===== src/rtl/rv32i_types.sv =====
// rtl/rv32i_types.sv - shared types for the fetch/decode instruction queue
package rv32i_types;

  localparam int IQ_XLEN  = 32;
  localparam int IQ_DEPTH = 8;
  localparam int IQ_PTR_W = $clog2(IQ_DEPTH);

  typedef struct packed {
    logic [IQ_XLEN-1:0] pc;
    logic [IQ_XLEN-1:0] next_pc;
    logic [IQ_XLEN-1:0] instr;
  } iq_entry_t;

endpackage


===== src/rtl/iqueue_multiport_storage.sv =====
// rtl/iqueue_multiport_storage.sv - entry array with multi-lane writes and async reads
module iq_storage
  import rv32i_types::*;
#(
  parameter int DEPTH   = 8,
  parameter int NUM_ENQ = 2,
  parameter int NUM_DEQ = 2,
  parameter int PTR_W   = $clog2(DEPTH)
) (
  input  logic                              clk,
  input  logic      [NUM_ENQ-1:0]           we,
  input  logic      [NUM_ENQ-1:0][PTR_W-1:0] waddr,
  input  iq_entry_t [NUM_ENQ-1:0]           wdata,
  input  logic      [NUM_DEQ-1:0][PTR_W-1:0] raddr,
  output iq_entry_t [NUM_DEQ-1:0]           rdata
);

  iq_entry_t mem [DEPTH];

  // Write addresses are consecutive slots, so lanes never collide.
  always_ff @(posedge clk) begin
    for (int k = 0; k < NUM_ENQ; k++) begin
      if (we[k]) mem[waddr[k]] <= wdata[k];
    end
  end

  for (genvar k = 0; k < NUM_DEQ; k++) begin : g_rd
    assign rdata[k] = mem[raddr[k]];
  end

endmodule


===== src/rtl/iqueue_multiport.sv =====
// rtl/iqueue_multiport.sv - circular multi-port FWFT instruction queue, fetch to decode
module iqueue_multiport
  import rv32i_types::*;
#(
  parameter int DEPTH   = 8,
  parameter int NUM_ENQ = 2,
  parameter int NUM_DEQ = 2,
  parameter int XLEN    = 32
) (
  input  logic                         clk,
  input  logic                         rst,
  input  logic                         flush,
  input  logic [NUM_ENQ-1:0]           enq_valid,
  input  logic [NUM_ENQ*XLEN-1:0]      enq_pc,
  input  logic [NUM_ENQ*XLEN-1:0]      enq_next_pc,
  input  logic [NUM_ENQ*XLEN-1:0]      enq_instr,
  output logic                         enq_ready,
  output logic [NUM_DEQ-1:0]           deq_valid,
  output logic [NUM_DEQ*XLEN-1:0]      deq_pc,
  output logic [NUM_DEQ*XLEN-1:0]      deq_next_pc,
  output logic [NUM_DEQ*XLEN-1:0]      deq_instr,
  input  logic [$clog2(NUM_DEQ+1)-1:0] deq_take,
  output logic [$clog2(DEPTH+1)-1:0]   count,
  output logic                         empty,
  output logic                         full
);

  localparam int PTR_W = $clog2(DEPTH);
  localparam int CW    = $clog2(DEPTH+1);

  if (XLEN != IQ_XLEN) begin : g_xlen_check
    $error("iqueue_multiport: XLEN must match rv32i_types::IQ_XLEN");
  end

  logic [PTR_W-1:0] head, tail;
  logic [CW-1:0]    n_enq, n_acc, take;
  logic             run;

  logic      [NUM_ENQ-1:0]            we;
  logic      [NUM_ENQ-1:0][PTR_W-1:0] waddr;
  iq_entry_t [NUM_ENQ-1:0]            wdata;
  logic      [NUM_DEQ-1:0][PTR_W-1:0] raddr;
  iq_entry_t [NUM_DEQ-1:0]            rdata;

  // Ready looks only at registered occupancy; same-cycle frees do not count.
  assign enq_ready = (count <= CW'(DEPTH - NUM_ENQ));
  assign empty     = (count == '0);
  assign full      = (count == CW'(DEPTH));

  always_comb begin
    n_enq = '0;
    run   = 1'b1;
    for (int k = 0; k < NUM_ENQ; k++) begin
      if (run && enq_valid[k]) n_enq = n_enq + CW'(1);
      else                     run   = 1'b0;
    end
    n_acc = enq_ready ? n_enq : '0;
  end

  always_comb begin
    take = CW'(deq_take);
    if (take > count)         take = count;
    if (take > CW'(NUM_DEQ))  take = CW'(NUM_DEQ);
  end

  for (genvar k = 0; k < NUM_ENQ; k++) begin : g_wr
    assign we[k]    = !rst && !flush && (CW'(k) < n_acc);
    assign waddr[k] = tail + PTR_W'(k);
    assign wdata[k] = '{pc:      enq_pc[k*XLEN +: XLEN],
                        next_pc: enq_next_pc[k*XLEN +: XLEN],
                        instr:   enq_instr[k*XLEN +: XLEN]};
  end

  for (genvar k = 0; k < NUM_DEQ; k++) begin : g_rd
    assign raddr[k]                    = head + PTR_W'(k);
    assign deq_valid[k]                = (count > CW'(k));
    assign deq_pc[k*XLEN +: XLEN]      = deq_valid[k] ? rdata[k].pc      : '0;
    assign deq_next_pc[k*XLEN +: XLEN] = deq_valid[k] ? rdata[k].next_pc : '0;
    assign deq_instr[k*XLEN +: XLEN]   = deq_valid[k] ? rdata[k].instr   : '0;
  end

  always_ff @(posedge clk) begin
    if (rst || flush) begin
      head  <= '0;
      tail  <= '0;
      count <= '0;
    end else begin
      head  <= head + PTR_W'(take);
      tail  <= tail + PTR_W'(n_acc);
      count <= count + n_acc - take;
    end
  end

  iq_storage #(
    .DEPTH   (DEPTH),
    .NUM_ENQ (NUM_ENQ),
    .NUM_DEQ (NUM_DEQ),
    .PTR_W   (PTR_W)
  ) u_storage (
    .clk   (clk),
    .we    (we),
    .waddr (waddr),
    .wdata (wdata),
    .raddr (raddr),
    .rdata (rdata)
  );

endmodule


===== config.mk =====
export PLATFORM = sky130hd
export DESIGN_NAME = iqueue_multiport
export DESIGN_NICKNAME = d
export VERILOG_FILES = /design/src/rtl/rv32i_types.sv /design/src/rtl/iqueue_multiport_storage.sv /design/src/rtl/iqueue_multiport.sv
export SDC_FILE = /design/constraint.sdc
export NUM_CORES = 2
export LEC_CHECK = 0
export CAP_MARGIN = 20
export CORE_MARGIN = 3
export CORE_UTILIZATION = 60
export CTS_CLUSTER_SIZE = 16
export DETAILED_ROUTE_END_ITERATION = 16
export PLACE_DENSITY_LB_ADDON = 0.05
export SYNTH_ARGS = -nofsm -noshare
export SYNTH_HDL_FRONTEND = slang
export SYNTH_SLANG_ARGS = --single-unit

===== constraint.sdc =====
create_clock -name clk -period 10.5 [get_ports clk]
set_input_delay 2.625 -clock clk [delete_from_list [all_inputs] [get_ports clk]]
set_output_delay 2.625 -clock clk [all_outputs]
set_load 0.02 [all_outputs]

After elaboration in Yosys (flattened, before gate mapping)

Memory sizes are Yosys's and may differ from the RTL's. A register that Yosys moved wholly into a read port is not among the register bits.
Cells that the tools add are included.

$add $sub $neg: 7
Muxes and demuxes: 17
Bitwise logic cells: 0
Multiply operators: 0
Reduce and logical (&&, ||, !) cells: 8
Magnitude comparators: 7
Equality and inequality tests: 1
Shifts and indexed selects: 0
Div/mod/pow operators: 0

Operator list:

| cell                  | number |
|---|---|
| $mux W32              | 6 |
| $mux W4               | 3 |
| $gt A4 B1 Y1 const B  | 2 |
| $lt A1 B4 Y1 const A  | 2 |
| $add A3 B1 Y3 const B | 2 |
| $add A3 B3 Y3         | 2 |
| $mux W1               | 6 |
| $add A4 B4 Y4         | 1 |
| $eq A4 B4 Y1 const B  | 1 |
| $gt A2 B4 Y1          | 1 |
| $gt A4 B2 Y1 const B  | 1 |
| $le A4 B3 Y1 const B  | 1 |
| $logic_and A1 B1 Y1   | 4 |
| $logic_not A4 Y1      | 1 |
| $sub A4 B4 Y4         | 1 |
| $mux W3               | 1 |
| $add A1 B1 Y2 const B | 1 |
| $logic_not A1 Y1      | 2 |
| $mux W2               | 1 |
| $logic_or A1 B1 Y1    | 1 |

Logic and storage cells: 44
Output and inout port bits: 201
Bits in read-only memories: 0
Input port bits: 199
Bits in registers: 10
RAM bits: 768
Bits in latches: 0
Memories kept: 1

Memory list:

| memory        | depth | bits a word | read ports | clocked after memory_dff | wr ports | RTL line                       | source |
|---|---|---|---|---|---|---|---|
| u_storage.mem | 8     | 96          | 2          | 1                        | 2        | iqueue_multiport_storage.sv:18 | `iq_entry_t mem [DEPTH];` |

Logic depth before layout (Yosys ltp)

Depth after elaboration: 8
Depth in mapped cells: 13
Gate-level depth less buffers: 13

Cells and area by module

From an unflattened synthesis, not the netlist that was laid out.

Cells, all modules: 2626
Area, all modules: 45788.9 um^2

Modules (own cells, without submodules):

| module           | instances | cells an instance | area each (um^2) |
|---|---|---|---|
| iq_storage       | 1         | 2330              | 43669.4 |
| iqueue_multiport | 1         | 296               | 2119.5 |

Worst setup path after synthesis

No wires, ideal clock.

Path type: input -> register
Start: in enq_valid[1]
End: mem u_storage.mem[1][0] in the netlist's numbering (enable)
Data required time: 9.947 ns
Setup slack: 2.762 ns
Path buffers: 0
Stages: 4
Arrival time: 7.185 ns
Path through: nor2b_1 nand2_1 o21a_1 nor2_1

RTL lines:

| element     | RTL line                       | source |
|---|---|---|
| from (decl) | iqueue_multiport.sv:13         | `input logic [NUM_ENQ-1:0] enq_valid,` |
| to (decl)   | iqueue_multiport_storage.sv:18 |  |

==> summary.txt <==
Pwr
  – Pwr Density: 189.6 nW/um2
  – Power, Total: 0.009959 W
  – Leak Pwr: between 15 and 20 nW
  – VDD IR max: about 190 uV

Route
  – Final WL: 129900 um
  – Vias/cell: 6.952
  – Routed Antenna Nets: 0
  – Residual DRC: 0
  – Initial DRC Count: 3161
  – Detailed Routing Iterations Pass 1: 8
  – WL per Instance: 31.61 um
  – Vias post-DR: 28560

Clock network
  – Worst-path clk slew: 60 ps
  – Bufs on Longest Clock Path: 3
  – Setup Fix Bufs, Post-CTS: 0
  – CTS Hold Buffers Added: 0
  – Clk sinks: approximately 780
  – Post_cts resized: 0
  – Clock latency at the later pin of the worst-skew pair: ~640 ps
  – Num CTS Buffers: 85
  – Root buffer cell: clkbuf_16
  – CTS tree: built
  – H-tree depth: 3

Logic synthesis
  – Post-Syn Area: between 40000 and 50000 um2
  – Synth Flop Type: edfxtp_1
  – Yosys warns: 0
  – EDFF count, synth: 768
  – Flops & latches, synth: between 700 and 800
  – Synth Instances: 2746
  – Unique masters post-synth: 39
  – Register area share after synthesis: 51.66%
  – Share of flip-flops with an asynchronous set or reset: 0%
  – Syn Area/Cell: 16.40 um2
  – Post-Syn Nets: between 2000 and 3000

Status
  – Status: complete, no violations

Cells and area
  – Area growth from synthesis to layout: 16.64%
  – Multi-input logic area: 20780 um2
  – Final Net Count: 3274
  – Fill count: 4769
  – Final core utilization: between 70% and 80%
  – Reg area: 23270 um2
  – Fraction of layout cells with a size suffix above 1: 26.41%

Worst setup path
  – Crit path max-delay cell type: dfxtp_4
  – CP arrival: approximately 4500 ps
  – Crit-path cells: buf_4 -> buf_4 -> mux2i_1 -> nor2_1 -> clkdlybuf4s50_1
  – Max Fanout on Critical Path: 43
  – Delay of the slowest critical-path stage: 1060 ps
  – CP dominant cell by count: buf_4
  – CP required: 7880 ps
  – Crit path launch type: flop
  – Worst setup path class: flop to output pin
  – Crit end category: output pin

Timing
  – Max transition margin: 24.82%
  – Minimum clock period: ~7100 ps
  – Sum Neg Setup Slack: 0 ps
  – Hold Vio Cnt, Final: 0
  – Worst slew pin tran: 1128 ps
  – Fin. max-slew vios: 0
  – Final setup violating endpoints: 0
  – Max Clock Skew: between 20 and 25 ps
  – Crit share post-route: between 60% and 70%
  – Max Fclk: 141.1 MHz
  – RSZ-0062 raised after global routing: no

Floorplanning
  – Io pins: 400
  – CORE AREA: 73700 um2
  – Die area: ~78000 um2
  – Rows: 99
  – Die height: 279.9 um
  – DIE WIDTH: about 280 um
  – Initial Utilization: 61.09%

Placement
  – GP Congestion: 0.8019
  – Hpwl dp: 69680 um
  – Port Buffers: approximately 400

Global routing
  – Antenna violations before repair: 33
  – Largest net degree at the start of global routing: 130
  – Tot GR Track Use: 33.37%
  – Vias in the first global route: 30090
  – Gr ovfl total: 0
  – Global-route wire length before repair: about 190000 um

Job
  – Max-cap viol count: 0

Hold path
  – HP Class: flop to flop
-- worst paths after layout --
check	from	endpoint	slack [ps]	cells past startpoint
hold / removal	tail[2]	tail[2]	740	2
setup / recovery	head[2]	deq_pc[22]	3410	5
hold reg to reg	tail[2]	tail[2]	740	2
setup reg to reg	count[3]	u_storage.mem[7][92]	6410	7
-- sequential cells by signal, summed over array words and instances (netlist names) --
register and cells:
u_storage.mem 768, count 4, head 3, tail 3
-- synth_stat cells, drive strengths merged, types with 2 or more instances --
master | n | area (um2)
nand3 | 4 | 20.02
nand2 | 203 | 762.0
nor2b | 3 | 18.77
buf | 150 | 837.1
nor3b | 2 | 15.01
mux4 | 384 | 8648
nor3 | 10 | 90.09
nor2 | 114 | 427.9
o21a | 4 | 30.03
a31oi | 3 | 33.78
mux2 | 770 | 8671
inv | 11 | 41.29
or2 | 2 | 12.52
and2 | 5 | 31.28
fa | 4 | 80.08
xnor2 | 6 | 52.55
a21oi | 99 | 495.5
edfxtp | 768 | 23060
dfxtp | 10 | 200.2
clkbuf | 70 | 262.8
xor2 | 3 | 26.28
ha | 12 | 150.1
mux2i | 98 | 980.9
or3 | 2 | 12.51
nand3b | 2 | 15.01
-- power breakdown --
group,total (W),internal [W],leakage (nW),switching (W)
clock,0.00285,0.00162,1.28,0.00124
sequential,0.00354,0.00348,7.01,0.0000596
combinational,0.00357,0.00159,8.01,0.00199
-- metrics by stage --
step	setup WS (ps)	area, um2	cells	hold WS [ps]
floorplan	2762	45030	2746	578.5
global placement	3863	49810	3929	683.1
detailed placement	3808	49810	3929	714.5
CTS	3118	52410	4085	724.1
global route	3156	52500	4103	763.6
finish	3415	52520	4109	743.5
-- cell families (layout without fill, tap and decap cells) --
logic type,Yosys count,count (layout),synth area share (%)
other,0,22,0
AOI/OAI and AO/OA,110,110,1.306
adders and majority gates,16,16,0.5113
buffers and inverters,231,613,2.534
and+or+nand+nor,350,350,3.171
DFF,778,778,51.66
xor gates and xnor gates,9,9,0.1751
muxes,1252,1252,40.64
-- placed cells by master (no fill, tap or decap), types with 5 or more instances in the layout --
cell type        Yosys  routed
clkbuf_1            70      18
clkinv_2             0      18
mux2_2             253     253
dfxtp_1             10       7
clkbuf_16            0      87
mux2i_1             98      98
diode_2              0      22
clkdlybuf4s50_1      0     399
buf_12               0      14
nor2_4               0       8
inv_1               10      10
nor2_1             114     106
inv_6                0       7
nor3_4               0       8
ha_1                12      11
mux4_2             384     384
edfxtp_1           768     768
nand2_1            203     203
buf_4               40      31
mux2_1             517     517
a21oi_1             99      98
clkinv_1             0      22
and2_1               5       5
xnor2_1              6       5
-- critical path, delay by kind of cell (launching register included) --
family / cells / cell delay (ps)
AND/OR/NAND/NOR: 1 / 340
multiplexers: 1 / 160
flip-flops: 1 / 1060
buffers and inverters: 3 / 2140
-- per-layer routing --
layer  wire length, um  GRT usage, %
met1             49210         44.07
met4              3954         12.59
met2             65300         55.66
met3             11220         6.376
met5               201             0
-- layout make-up --
type                            instances  share of cell area (%)
Antenna cell                           22                  0.1048
Timing Repair Buffer                  446                   8.686
Inverter                               11                 0.08815
Multi-Input combinational cell       1737                   39.58
Sequential cell                       778                   44.31
Clock buffer                          105                   4.274
Tap cell                              959                   2.285
Clock inverter                         51                  0.6718
No activity file was read; power rests on OpenSTA's default activity.
